File: src/rtl/eei_pkg.sv
// ---------------------------------------------------------------------------
// eei_pkg
// Shared types and constants for the EEI unit dispatcher:
//   - eei_disp_state_e : dispatcher FSM states (IDLE, WAIT, RESP)
//   - RD_NONE/RD_SINGLE/RD_BATCH/RD_EXTBATCH : rd_op encodings
//   - eei_rsp_t        : captured response fields {error, rd_op, rd_len}
//   - EEI_RD_W         : width of one rd result word
//   - eei_sanitize_len : write-back count cleanup applied on capture
// ---------------------------------------------------------------------------
package eei_pkg;

    localparam int EEI_RD_W = 32;

    typedef enum logic [1:0] {
        IDLE = 2'd0,
        WAIT = 2'd1,
        RESP = 2'd2
    } eei_disp_state_e;

    localparam logic [1:0] RD_NONE     = 2'd0;
    localparam logic [1:0] RD_SINGLE   = 2'd1;
    localparam logic [1:0] RD_BATCH    = 2'd2;
    localparam logic [1:0] RD_EXTBATCH = 2'd3;

    typedef struct packed {
        logic       error;
        logic [1:0] rd_op;
        logic [4:0] rd_len;
    } eei_rsp_t;

    // A response that writes nothing back reports a zero count; otherwise the
    // count can never exceed the number of result words the port carries.
    function automatic logic [4:0] eei_sanitize_len(input logic [1:0] rd_op,
                                                    input logic [4:0] rd_len,
                                                    input logic [4:0] rd_max);
        logic [4:0] len_s;
        if (rd_op == RD_NONE) begin
            len_s = 5'd0;
        end else if (rd_len > rd_max) begin
            len_s = rd_max;
        end else begin
            len_s = rd_len;
        end
        return len_s;
    endfunction

endpackage

File: src/rtl/eei_unit_decode.sv
// ---------------------------------------------------------------------------
// eei_unit_decode
// Combinational funct3/ext decoder: maps an EEI request onto one of NUM_UNIT
// custom units (unit i serves funct3 == F3_BASE + i).
// Ports:
//   eei_funct3 in  3  unit select field of the request
//   eei_ext    in  1  enhanced (batch) request flag
//   hit        out 1  request maps onto an attached unit that accepts it
//   sel        out 3  index of that unit (meaningful only with hit)
// ---------------------------------------------------------------------------
module eei_unit_decode
    import eei_pkg::*;
#(
    parameter int         NUM_UNIT      = 2,
    parameter int         F3_BASE       = 0,
    parameter logic [7:0] EXT_ONLY_MASK = 8'b0000_0010
) (
    input  logic [2:0] eei_funct3,
    input  logic       eei_ext,
    output logic       hit,
    output logic [2:0] sel
);

    logic [3:0] off_s;
    logic       ext_only_s;

    // Offset from the base opcode; a funct3 below F3_BASE wraps to 9..15 in
    // four bits, so the single range compare also rejects it.
    always_comb begin
        off_s      = {1'b0, eei_funct3} - 4'(F3_BASE);
        ext_only_s = EXT_ONLY_MASK[off_s[2:0]];
        hit        = (off_s < 4'(NUM_UNIT)) && (!ext_only_s || eei_ext);
        sel        = off_s[2:0];
    end

endmodule

File: src/rtl/eei_unit_dispatch.sv
// ---------------------------------------------------------------------------
// eei_unit_dispatch
// Routes EEI requests from the core to NUM_UNIT custom execution units over a
// per-unit req/ack handshake and returns the selected unit's registered
// response. Unmatched requests are answered locally (error = STRICT).
// Optional build macro: SOPHON_EEI_TIMEOUT_EN adds an 8-bit wait counter
// that abandons a unit after TIMEOUT cycles and answers with an error.
// Ports:
//   clk_i, rst_ni        clock, synchronous active-low reset
//   eei_req/ext/funct3/funct7/batch_len   core request
//   eei_ack/error/rd_op/rd_len/rd_val     registered core response
//   unit_req             one-hot request, held until the unit acks
//   unit_ack/error/rd_op/rd_len/rd_val    per-unit responses (unit i fields
//                        at [2i+:2], [5i+:5], [i*RD_MAX*32 +: RD_MAX*32])
//   busy                 dispatcher not idle
// ---------------------------------------------------------------------------
module eei_unit_dispatch
    import eei_pkg::*;
#(
    parameter int         NUM_UNIT      = 2,
    parameter int         RD_MAX        = 4,
    parameter int         F3_BASE       = 0,
    parameter logic [7:0] EXT_ONLY_MASK = 8'b0000_0010,
    parameter bit         STRICT        = 1'b1,
    parameter int         TIMEOUT       = 255
) (
    input  logic                                clk_i,
    input  logic                                rst_ni,
    input  logic                                eei_req,
    input  logic                                eei_ext,
    input  logic [2:0]                          eei_funct3,
    input  logic [6:0]                          eei_funct7,
    input  logic [4:0]                          eei_batch_len,
    output logic                                eei_ack,
    output logic                                eei_error,
    output logic [1:0]                          eei_rd_op,
    output logic [4:0]                          eei_rd_len,
    output logic [RD_MAX*EEI_RD_W-1:0]          eei_rd_val,
    output logic [NUM_UNIT-1:0]                 unit_req,
    input  logic [NUM_UNIT-1:0]                 unit_ack,
    input  logic [NUM_UNIT-1:0]                 unit_error,
    input  logic [NUM_UNIT*2-1:0]               unit_rd_op,
    input  logic [NUM_UNIT*5-1:0]               unit_rd_len,
    input  logic [NUM_UNIT*RD_MAX*EEI_RD_W-1:0] unit_rd_val,
    output logic                                busy
);

    localparam int VW = RD_MAX * EEI_RD_W;

    if (NUM_UNIT < 1 || NUM_UNIT > 8 || F3_BASE < 0 || F3_BASE + NUM_UNIT > 8 ||
        RD_MAX < 1 || RD_MAX > 31 || TIMEOUT < 1 || TIMEOUT > 255) begin : g_bad_param
        $error("eei_unit_dispatch: illegal parameter combination");
    end

    eei_disp_state_e     state_r;
    eei_disp_state_e     state_nxt_s;
    eei_rsp_t            rsp_r;
    logic                dec_hit_s;
    logic [2:0]          dec_sel_s;
    logic [NUM_UNIT-1:0] dec_onehot_s;
    logic                start_s;
    logic                ack_sel_s;
    logic                err_sel_s;
    logic [1:0]          op_sel_s;
    logic [4:0]          len_sel_s;
    logic [VW-1:0]       val_sel_s;
    logic                unused_s;

`ifdef SOPHON_EEI_TIMEOUT_EN
    localparam logic [7:0] TO_LAST = 8'(TIMEOUT - 1);
    logic [7:0] wait_cnt_r;
    logic       timeout_s;
    assign timeout_s = (wait_cnt_r == TO_LAST);
`endif

    // funct7 and batch_len belong to the unit protocol, not to routing.
    assign unused_s = ^{eei_funct7, eei_batch_len};

    eei_unit_decode #(
        .NUM_UNIT      (NUM_UNIT),
        .F3_BASE       (F3_BASE),
        .EXT_ONLY_MASK (EXT_ONLY_MASK)
    ) u_decode (
        .eei_funct3 (eei_funct3),
        .eei_ext    (eei_ext),
        .hit        (dec_hit_s),
        .sel        (dec_sel_s)
    );

    // While eei_ack is showing, the core still holds eei_req for that cycle;
    // that request has already been served and must not restart the FSM.
    assign start_s   = (state_r == IDLE) && eei_req && !eei_ack;
    assign ack_sel_s = |(unit_ack & unit_req);

    // The held one-hot unit_req doubles as the response mux select, so acks
    // and fields from non-selected units are masked off.
    always_comb begin
        dec_onehot_s = '0;
        err_sel_s    = 1'b0;
        op_sel_s     = 2'd0;
        len_sel_s    = 5'd0;
        val_sel_s    = '0;
        for (int i = 0; i < NUM_UNIT; i++) begin
            dec_onehot_s[i] = (dec_sel_s == 3'(i));
            err_sel_s = err_sel_s | (unit_error[i] & unit_req[i]);
            op_sel_s  = op_sel_s  | (unit_rd_op[2*i +: 2]  & {2{unit_req[i]}});
            len_sel_s = len_sel_s | (unit_rd_len[5*i +: 5] & {5{unit_req[i]}});
            val_sel_s = val_sel_s | (unit_rd_val[VW*i +: VW] & {VW{unit_req[i]}});
        end
    end

    // Next-state logic of the dispatcher FSM.
    always_comb begin
        state_nxt_s = state_r;
        case (state_r)
            IDLE: begin
                if (start_s) begin
                    state_nxt_s = dec_hit_s ? WAIT : RESP;
                end else begin
                    state_nxt_s = IDLE;
                end
            end
            WAIT: begin
                if (ack_sel_s) begin
                    state_nxt_s = RESP;
`ifdef SOPHON_EEI_TIMEOUT_EN
                end else if (timeout_s) begin
                    state_nxt_s = RESP;
`endif
                end else begin
                    state_nxt_s = WAIT;
                end
            end
            RESP:    state_nxt_s = IDLE;
            default: state_nxt_s = IDLE;
        endcase
    end

    // FSM state register.
    always_ff @(posedge clk_i) begin
        if (!rst_ni) begin
            state_r <= IDLE;
        end else begin
            state_r <= state_nxt_s;
        end
    end

    // Unit handshake, response capture and the registered core response.
    always_ff @(posedge clk_i) begin
        if (!rst_ni) begin
            unit_req   <= '0;
            rsp_r      <= '0;
            eei_rd_val <= '0;
            eei_ack    <= 1'b0;
            eei_error  <= 1'b0;
            eei_rd_op  <= RD_NONE;
            busy       <= 1'b0;
`ifdef SOPHON_EEI_TIMEOUT_EN
            wait_cnt_r <= 8'd0;
`endif
        end else begin
            eei_ack   <= 1'b0;
            eei_error <= 1'b0;
            eei_rd_op <= RD_NONE;
            busy      <= (state_nxt_s != IDLE);
            case (state_r)
                IDLE: begin
                    if (start_s && dec_hit_s) begin
                        unit_req <= dec_onehot_s;
`ifdef SOPHON_EEI_TIMEOUT_EN
                        wait_cnt_r <= 8'd0;
`endif
                    end else if (start_s) begin
                        rsp_r <= '{error: STRICT, rd_op: RD_NONE, rd_len: 5'd0};
                    end
                end
                WAIT: begin
                    if (ack_sel_s) begin
                        rsp_r <= '{error:  err_sel_s,
                                   rd_op:  op_sel_s,
                                   rd_len: eei_sanitize_len(op_sel_s, len_sel_s, 5'(RD_MAX))};
                        eei_rd_val <= val_sel_s;
                        unit_req   <= '0;
`ifdef SOPHON_EEI_TIMEOUT_EN
                    end else if (timeout_s) begin
                        rsp_r    <= '{error: 1'b1, rd_op: RD_NONE, rd_len: 5'd0};
                        unit_req <= '0;
                    end else begin
                        wait_cnt_r <= wait_cnt_r + 8'd1;
`endif
                    end
                end
                RESP: begin
                    eei_ack   <= 1'b1;
                    eei_error <= rsp_r.error;
                    eei_rd_op <= rsp_r.rd_op;
                end
                default: unit_req <= '0;
            endcase
        end
    end

    // The count is stored already sanitised and persists until the next capture.
    assign eei_rd_len = rsp_r.rd_len;

endmodule

File: config.mk
export PLATFORM = sky130hd
export DESIGN_NAME = eei_unit_dispatch
export DESIGN_NICKNAME = d
export VERILOG_FILES = /design/src/rtl/eei_pkg.sv /design/src/rtl/eei_unit_decode.sv /design/src/rtl/eei_unit_dispatch.sv
export SDC_FILE = /design/constraint.sdc
export NUM_CORES = 1
export LEC_CHECK = 0
export ABC_CLOCK_PERIOD_IN_PS = 3840
export BUFFER_PORTS_ARGS = -buffer_cell sky130_fd_sc_hd__buf_2
export CAP_MARGIN = 10
export CORE_AREA = 2 2 166 168
export DETAILED_ROUTE_END_ITERATION = 6
export DIE_AREA = 0 0 168 170
export PLACE_DENSITY = 0.59
export REMOVE_ABC_BUFFERS = 1
export SETUP_SLACK_MARGIN = 0.4
export SYNTH_ARGS = -nofsm -noshare
export SYNTH_HDL_FRONTEND = slang
export SYNTH_SLANG_ARGS = --single-unit
File: constraint.sdc
create_clock -name clk_i -period 3.84 [get_ports clk_i]
set_input_delay 0.192 -clock clk_i [delete_from_list [all_inputs] [get_ports clk_i]]
set_output_delay 0.192 -clock clk_i [all_outputs]
set_load 0.02 [all_outputs]
==> metrics.cfg <==
[clocking]
cts.sinks = 145
clock_path_buffers = 2
cts_buffers = 17
clk_pin_slew_worst_paths_ns = 0.06
clkLatencyLatePin_ns = 0.41
postCtsHoldBufs = 0
htree_levels = 4
post_cts_resized = 0
post_cts_buffers = 0
cts-root-buf = clkbuf_16
cts_tree = yes

[power]
leakage_nw = 4.54
irDropWorstVdd_uv = 235
p_per_area_nw_per_um2 = 350
power_mw = 3.37

[synthesis]
postSynthAreaPerCell_um2 = 10.3
synth_seq_area_share = 0.421
syn-cell-area_um2 = 6900
ys_types = 36
synth_warnings = 0
syn_inst = 671
synth-seq-cells = 145

[finish]
fill_cells = 2784
antenna_cells = 0
fin_nets = 1330
areaGrowthSynthToFinish_pct = 39.7
stdcell_count = 1391
stdcell_area_um2 = 9640
utilization = 0.362
final_layout_size_suffix_gt1_frac = 0.528

[timing]
clock_skew_ns = 0.0124
hold-worst-slack_ns = 0.0534
setup_slack_ns = 1.57
fmaxAchievable_mhz = 441
hold_viol = 0
slew_violations = 0
fin_crit_ns = 2.27
finalCritPeriodShare = 0.591
rsz0062_at_grt = false
fin_setup_tns_ns = 0
slew_headroom = 0.322
max_slew.worst_pin.slew_ns = 1.02
setup_violations = 0

[critical_path]
crit_required_ns = 4.15
crit_buf_inv = 1
critPathMaxFanout = 63
crit_top_cell = o21ai_0
arrival_ns = 2.58
r2r_cells = 5
critical_path_class = reg2reg
crit_family = compound AO/OA/AOI/OAI gates
reg2reg_from = unit_req[1]
cp-start-kind = register
regToRegSetupSlack_ns = 1.57
cp-end-kind = register
path_cells = buf_4, o21ai_0, a21oi_1, o21ai_0, o32ai_1
cpPeakStageDelay_ns = 0.73
crit_slowest_cell = buf_4
reg2reg_to = eei_rd_len[0]

[route]
num_vias = 6631
antenna_left = 0
drc_errors = 0
via_per_inst = 4.77
first_pass_iters = 4
routed_wl_um = 22600
wl_per_cell_um = 16.2
drt_iter0_drc = 348

[grt]
antenna_found_initial = 1
grt_pass1_wl_um = 34400
overflow = 0
grt_pass1_vias = 6321
grtUsageTotal = 0.152
grt_max_degree = 135

[place]
io_buffers = 420
pre_cts_slack_ns = 1.59
dp_cells = 1359
place_area_um2 = 9080
gp_congestion = 0.756
dp_hpwl_um = 16100

[die]
start_util = 0.259
num_rows = 60
die_h_um = 170
die_x_um = 168
pin_count = 433
core_um2 = 26700
dieArea_um2 = 28600

[flow_run]
drv_cap = 0

[hold_path]
hp-class = in2reg
min_path_cells = 3
min_to = unit_req[1]
min_from = eei_funct3[0]

[outcome]
status = finished, final reports clean

-- layer usage --
metal | track usage | up-vias | share of wire
met5 | 0 | - | 0.00058
met4 | 0.0442 | 2 | 0.016
met3 | 0.0458 | 23 | 0.075
met2 | 0.259 | 281 | 0.49
met1 | 0.186 | 3057 | 0.42
li1 | - | 3268 | -
-- sequential cells by signal (all words and copies together), names as in the netlist --
name	cells
eei_rd_len	5
unit_req	2
eei_error	1
eei_rd_val	128
state_r	2
eei_ack	1
eei_rd_op	2
busy	1
rsp_r	3
-- synth_stat cells (all sizes together) --
master	count	area share
nor3b	129	0.14
buf	53	0.051
a221oi	128	0.24
a21boi	2	0.0022
inv	4	0.0022
nor2b	2	0.0018
o21ai	3	0.0022
nor4	1	0.00091
or3b	1	0.0013
o22ai	1	0.00091
nand2	5	0.0027
nor2	133	0.072
nor4b	1	0.0034
clkbuf	29	0.016
nand3	3	0.0022
o311a	1	0.0015
o32ai	2	0.0025
dfxtp	145	0.42
o31a	1	0.0013
and3	2	0.0018
nand4b	3	0.0038
a22oi	6	0.0073
nor3	1	0.00072
mux2i	2	0.0029
nand2b	3	0.0027
a21oi	1	0.00072
o31ai	3	0.0033
a22o	2	0.0025
and2	3	0.0027
nand3b	1	0.0011
-- cells by family after synthesis --
logic type / after synthesis / synth area share
and+or+nand+nor: 288 / 0.239
buffers and inverters: 86 / 0.0691
DFF: 145 / 0.421
muxes: 2 / 0.00290
AOI/OAI and AO/OA: 150 / 0.268
-- cells in the final DEF (no fill, tap or decap), drive strengths merged, types with 5 or more instances in the layout --
master  netlist  routed
nor2        133     133
dfxtp       145     145
a221oi      128     128
buf          53     429
a22oi         6       6
inv           4      10
nor3b       129     129
nand2         5       5
clkbuf       29      20
-- power breakdown --
| group | leakage [nW] | switching [mW] | internal (mW) |
|---|---|---|---|
| sequential | 1.17 | 0.00637 | 1.51 |
| clock | 0.268 | 0.703 | 0.910 |
| combinational | 3.10 | 0.110 | 0.136 |
| total | 4.54 | 0.820 | 2.55 |
-- worst min-delay path, stage by stage --
cell,delay [ns]
buf_2,0.12
nand2_1,0.05
mux2i_1,0.05
-- worst max-delay path by stage --
stage                startpoint              to  cells past startpoint
floorplan           unit_req[1]   eei_rd_len[0]                      4
detailed placement  unit_req[1]  eei_rd_val[63]                      5
finish              unit_req[1]   eei_rd_len[0]                      5
global route        unit_req[1]   eei_rd_len[0]                      5
CTS                 unit_req[1]  eei_rd_val[63]                      5
global placement    unit_req[1]   eei_rd_len[0]                      5
-- final cells by class --
cell class | instances | area, µm² | share of cell area
Multi-Input combinational cell | 440 | 3530 | 0.366
Sequential cell | 145 | 2910 | 0.302
Timing Repair Buffer | 429 | 2200 | 0.228
Clock buffer | 20 | 437 | 0.0453
Tap cell | 341 | 427 | 0.0443
Clock inverter | 12 | 124 | 0.0129
Inverter | 4 | 15.0 | 0.00156
Note: power is estimated with default switching activity, not from simulation.
